==> src/rtl/complex_matrix_serializer_pkg.sv <==
// Shared types and constants for the complex matrix serializer.
// Sideband bit positions match the adder's full-matrix stream.
package complex_matrix_serializer_pkg;

  typedef enum logic {
    ST_IDLE = 1'b0,
    ST_SEND = 1'b1
  } state_e;

  localparam int TUSER_EOM = 2;
  localparam int TUSER_A   = 1;
  localparam int TUSER_B   = 0;

  // The element index needs at least one bit, even for a single-element matrix.
  function automatic int idx_width(input int n);
    return (n <= 2) ? 1 : $clog2(n);
  endfunction

endpackage

==> src/rtl/complex_matrix_serializer.sv <==
// Buffers one whole matrix per s_axis beat and replays it one element per m_axis beat, row-major.
// Element 0 appears the cycle after capture; the next matrix is taken on the final-beat handshake.
module complex_matrix_serializer
  import complex_matrix_serializer_pkg::*;
#(
  parameter  int MAT_WIDTH    = 4,
  parameter  int MAT_HEIGHT   = 4,
  parameter  int ELEMENT_SIZE = 16,
  localparam int N            = MAT_WIDTH * MAT_HEIGHT,
  localparam int IDX_W        = idx_width(N)
) (
  input  logic                        clk,
  input  logic                        reset_n,
  input  logic [N*ELEMENT_SIZE-1:0]   s_axis_tdata,
  input  logic                        s_axis_tvalid,
  output logic                        s_axis_tready,
  input  logic                        s_axis_tlast,
  input  logic [1:0]                  s_axis_tuser,
  output logic [ELEMENT_SIZE-1:0]     m_axis_tdata,
  output logic                        m_axis_tvalid,
  input  logic                        m_axis_tready,
  output logic                        m_axis_tlast,
  output logic [2:0]                  m_axis_tuser,
  output logic [IDX_W-1:0]            m_axis_tindex
);

  localparam logic [IDX_W-1:0] LAST_IDX = IDX_W'(N - 1);
  localparam logic             ONE_ELEM = (N == 1);

  state_e                    state_q, state_d;
  logic [IDX_W-1:0]          idx_q, idx_d;
  logic [N*ELEMENT_SIZE-1:0] buf_q, buf_d;
  logic [1:0]                tuser_q, tuser_d;
  logic                      tlast_q, tlast_d;
  logic [ELEMENT_SIZE-1:0]   m_dat_q, m_dat_d;
  logic [2:0]                m_user_q, m_user_d;
  logic                      m_last_q, m_last_d;

  logic             beat;
  logic             last_beat;
  logic             cap;
  logic             nxt_last;
  logic [IDX_W-1:0] nxt_idx;

  always_comb begin
    beat          = (state_q == ST_SEND) & m_axis_tready;
    last_beat     = beat & (idx_q == LAST_IDX);
    // Opening the input only on the final beat keeps an unsent buffer from being overwritten.
    s_axis_tready = reset_n & ((state_q == ST_IDLE) | last_beat);
    cap           = s_axis_tvalid & s_axis_tready;
    nxt_idx       = idx_q + IDX_W'(1);
    nxt_last      = (nxt_idx == LAST_IDX);

    state_d  = state_q;
    idx_d    = idx_q;
    buf_d    = buf_q;
    tuser_d  = tuser_q;
    tlast_d  = tlast_q;
    m_dat_d  = m_dat_q;
    m_user_d = m_user_q;
    m_last_d = m_last_q;

    if (cap) begin
      state_d             = ST_SEND;
      idx_d               = '0;
      buf_d               = s_axis_tdata;
      tuser_d             = s_axis_tuser;
      tlast_d             = s_axis_tlast;
      m_dat_d             = s_axis_tdata[ELEMENT_SIZE-1:0];
      m_user_d            = '0;
      m_user_d[TUSER_EOM] = ONE_ELEM;
      m_user_d[TUSER_A]   = s_axis_tuser[1];
      m_user_d[TUSER_B]   = s_axis_tuser[0];
      m_last_d            = ONE_ELEM & s_axis_tlast;
    end else if (last_beat) begin
      state_d  = ST_IDLE;
      idx_d    = '0;
      m_dat_d  = '0;
      m_user_d = '0;
      m_last_d = 1'b0;
    end else if (beat) begin
      idx_d               = nxt_idx;
      m_dat_d             = buf_q[nxt_idx*ELEMENT_SIZE +: ELEMENT_SIZE];
      m_user_d            = '0;
      m_user_d[TUSER_EOM] = nxt_last;
      m_user_d[TUSER_A]   = tuser_q[1];
      m_user_d[TUSER_B]   = tuser_q[0];
      m_last_d            = nxt_last & tlast_q;
    end
  end

  always_ff @(posedge clk or negedge reset_n) begin
    if (!reset_n) begin
      state_q  <= ST_IDLE;
      idx_q    <= '0;
      buf_q    <= '0;
      tuser_q  <= '0;
      tlast_q  <= 1'b0;
      m_dat_q  <= '0;
      m_user_q <= '0;
      m_last_q <= 1'b0;
    end else begin
      state_q  <= state_d;
      idx_q    <= idx_d;
      buf_q    <= buf_d;
      tuser_q  <= tuser_d;
      tlast_q  <= tlast_d;
      m_dat_q  <= m_dat_d;
      m_user_q <= m_user_d;
      m_last_q <= m_last_d;
    end
  end

  assign m_axis_tvalid = (state_q == ST_SEND);
  assign m_axis_tdata  = m_dat_q;
  assign m_axis_tuser  = m_user_q;
  assign m_axis_tlast  = m_last_q;
  assign m_axis_tindex = idx_q;

endmodule
==> config.mk <==
export PLATFORM = sky130hd
export DESIGN_NAME = complex_matrix_serializer
export DESIGN_NICKNAME = d
export VERILOG_FILES = /design/src/rtl/complex_matrix_serializer_pkg.sv /design/src/rtl/complex_matrix_serializer.sv
export SDC_FILE = /design/constraint.sdc
export NUM_CORES = 1
export LEC_CHECK = 0
export ABC_AREA = 1
export CAP_MARGIN = 20
export CORE_MARGIN = 2
export CORE_UTILIZATION = 50
export CTS_CLUSTER_DIAMETER = 80
export DETAILED_ROUTE_END_ITERATION = 10
export HOLD_SLACK_MARGIN = 0.05
export PLACE_DENSITY = 0.79
export REMOVE_ABC_BUFFERS = 1
export SLEW_MARGIN = 20
export SYNTH_ARGS = -nofsm -noshare
export SYNTH_HDL_FRONTEND = slang
export SYNTH_SLANG_ARGS = --single-unit
==> constraint.sdc <==
create_clock -name clk -period 4.1 [get_ports clk]
set_clock_uncertainty 0.1 [all_clocks]
set_input_delay 0.615 -clock clk [delete_from_list [all_inputs] [get_ports clk]]
set_output_delay 0.615 -clock clk [all_outputs]
set_load 0.05 [all_outputs]
==> results by group <==
Outcome
  – Status: completed

Logic synthesis
  – Synthesized area: 0.01360 mm²
  – Sequential area share after synthesis: 0.5226
  – Synthesis Warnings: 0
  – Synth top area share: 0.5226
  – Largest cells by area after synthesis: dfrtp_1, nand2_1, nand3_1, inv_1, o21ai_0
  – Synth cell types: 22
  – Synthesized instance count: 1803
  – Syn_area_per_cell: 7.543 µm²
  – Largest area contributor in the netlist: dfrtp_1
  – Yosys reg bits: 284

Layout
  – Final nets: 2301
  – Multi-input logic area: 0.004987 mm²
  – Share of cells above drive strength 1: 0.04179
  – FILL cells: 2222
  – Register area: 0.007111 mm²
  – Final Util: 0.6634
  – Area growth, synth to finish: 30.73%

Floorplanning
  – Chip width: 168.9 µm
  – Initial Util: 0.5074
  – I/O pins: 289
  – Core area: 0.02680 mm²
  – Die area: 0.02853 mm²
  – Die H: 168.9 µm
  – Row cnt: 60

Clock network
  – Bufs on Longest Clock Path: 3
  – TritonCTS clock tree: yes
  – Htree depth: 1
  – Clk_lat worst skew: 550 ps
  – Worst-path clk slew: 60 ps
  – Clock root cell: clkbuf_16
  – Resized cells post-CTS: 0
  – TritonCTS Buffers: 31
  – CTS Hold Buffers Added: 1
  – Setup bufs post-CTS: 0
  – # clock sinks: 284

Placed design
  – Placer Congestion: 0.8632
  – Final HPWL DP: 25230 µm
  – Setup slack after placement: 961.1 ps
  – Port bufs: 288

Worst setup path
  – Bufs and invs on worst path: 2
  – Crit path kind: reg2out
  – R2r startpoint: m_axis_tindex[0]
  – Reg-to-reg slack, setup: 1140 ps
  – Startpoint Class: register
  – CP top delay family: buffers and inverters
  – Max FO, Critical Path: 5
  – Levels on crit path: 8
  – Crit path required time: 3380 ps
  – Slowest Stage Delay on Critical Path: 810 ps
  – FF-to-FF path depth: 8
  – Worst setup EP type: primary output
  – Worst Setup SP: m_axis_tindex[1]
  – Crit path DAT: 2790 ps
  – CP Cell Sequence: ha_1 -> nand2_1 -> nor2_1 -> nand2_1 -> nand2_2 -> inv_2 -> nor2_1 -> clkdlybuf4s50_1
  – Critical path's slowest cell: clkdlybuf4s50_1
  – Worst r2r dst: m_axis_tdata[6]
  – Destination of the critical timing path: s_axis_tready

Global route
  – Global-route wire length before repair: 62790 µm
  – Largest net degree at the start of global routing: 155
  – Number of global-route vias before repair: 12.45k
  – Residual overflow from global routing: 0
  – GRT Overall Usage: 0.2766
  – Initial antenna violation count: 1

Timing
  – Achievable Freq: 285.6 MHz
  – Slew HR: 0.3238
  – Final Slew Violations: 0
  – Final-report hold violation count: 0
  – RSZ-0062 raised after global routing: false
  – Final hold slack: 381.5 ps
  – Slew @ Worst Pin: 1014 ps
  – # setup viols final: 0
  – Period utilisation layout: 0.8540
  – Setup ws final: 598.5 ps
  – Period minus WS final: 3502 ps

Pwr
  – Max IR drop VDD: 0.6054 mV
  – PD cells: 783.8 mW/mm²
  – Leakage power: 8.501 nW

Run
  – Max-Cap Viols: 0

Routing
  – Drt wl/cell: 16.44 µm
  – # DRC: 0
  – Detailed Routing Iterations Pass 1: 5
  – Vias/cell: 5.251
  – Antenna viol nets, final: 0
  – Via count: 12.60k
  – WL final: 39460 µm
  – Initial DRC count: 1090

Worst hold path
  – Worst Hold Class: reg2reg
  – Worst hold start: tlast_q
## layer usage
| layer | track usage | up-vias | part of all wire |
|---|---|---|---|
| li1 | - | 6064 | - |
| met1 | 0.3586 | 5903 | 0.40 |
| met2 | 0.4596 | 505 | 0.49 |
| met3 | 0.03390 | 131 | 0.064 |
| met4 | 0.1428 | 0 | 0.051 |
| met5 | 0 | - | 0 |
## worst register-to-register path: cells and delay by family, from the launching register on
| family | cells | cell delay, ps |
|---|---|---|
| buffers and inverters | 2 | 1080 |
| DFF | 1 | 430 |
| xor gates and xnor gates | 1 | 570 |
| and+or+nand+nor | 5 | 710 |
## worst min-delay path by stage
stage	to	cells past startpoint
after detailed placement	tuser_q[0]	2
after global routing	tlast_q	2
after global placement	tuser_q[0]	2
after floorplan	buf_q[0]	0
final	tlast_q	2
after CTS	tlast_q	2
## cell usage in the layout, fill, tap and decap left out
cell,instances
a21oi_1,1
a31oi_4,1
buf_12,6
buf_4,19
buf_8,1
bufinv_16,3
clkbuf_1,9
clkbuf_16,31
clkbuf_8,8
clkdlybuf4s50_1,287
clkinv_2,3
clkinv_4,1
dfrtp_1,283
dfrtp_4,1
diode_2,1
dlygate4sd3_1,1
ha_1,1
ha_2,1
inv_1,277
inv_2,3
inv_4,1
nand2_1,608
nand2_2,1
nand3_1,228
nand4_1,16
nor2_1,3
nor2_2,1
nor3_4,1
o21ai_0,158
o21ai_1,99
o31ai_1,1
xnor2_2,1
xor2_2,2
xor2_4,1
## flip-flops by register name, indices dropped and copies added (netlist names)
register and flops:
m_axis_tuser 3, tuser_q 2, buf_q 256, m_axis_tlast 1, m_axis_tdata 16, tlast_q 1, m_axis_tvalid 1, m_axis_tindex 4
## area by class of cell
cell class,instances,area share
Clock buffer,48,0.05173
Inverter,281,0.05947
Antenna cell,1,0.0001408
Clock inverter,7,0.006404
Timing Repair Buffer,314,0.1778
Sequential cell,284,0.4000
Multi-Input combinational cell,1124,0.2805
Tap cell,341,0.02400
## cells in the mapped netlist, drive strengths merged
library cell	number
o21ai	257
buf	54
inv	281
o31ai	1
nand3	228
clkbuf	60
nand4	16
ha	2
xnor2	1
a31oi	1
xor2	3
nor3	1
a21oi	1
nand2	609
dfrtp	284
nor2	4
## per-stage QoR
step                      setup TNS, ps  total power, mW  instances  instance area, µm²
final                                 0            13.93       2400               17780
after global routing                  0            14.96       2400               17780
after CTS                             0            13.96       2399               17780
after detailed placement              0            11.07       2343               16730
after global placement                0            10.84       2343               16730
after floorplan                -2096840            8.973       1689               13090
## power breakdown
group / switching, mW / total (mW) / internal [mW] / leakage, nW
registers: 0.431 / 4.57 / 4.14 / 3.50
clock network: 1.12 / 2.83 / 1.71 / 0.508
logic: 4.29 / 6.54 / 2.25 / 4.49
total: 5.84 / 13.9 / 8.10 / 8.50
## cells by family after synthesis
group,count (synthesis),share of synthesized area
simple gates,858,0.2618
buf+inv,395,0.1152
flops,284,0.5226
compound gates,260,0.09596
xor+xnor,4,0.002577
fa+ha+maj,2,0.001840
Power figures use the tool's default switching activity.
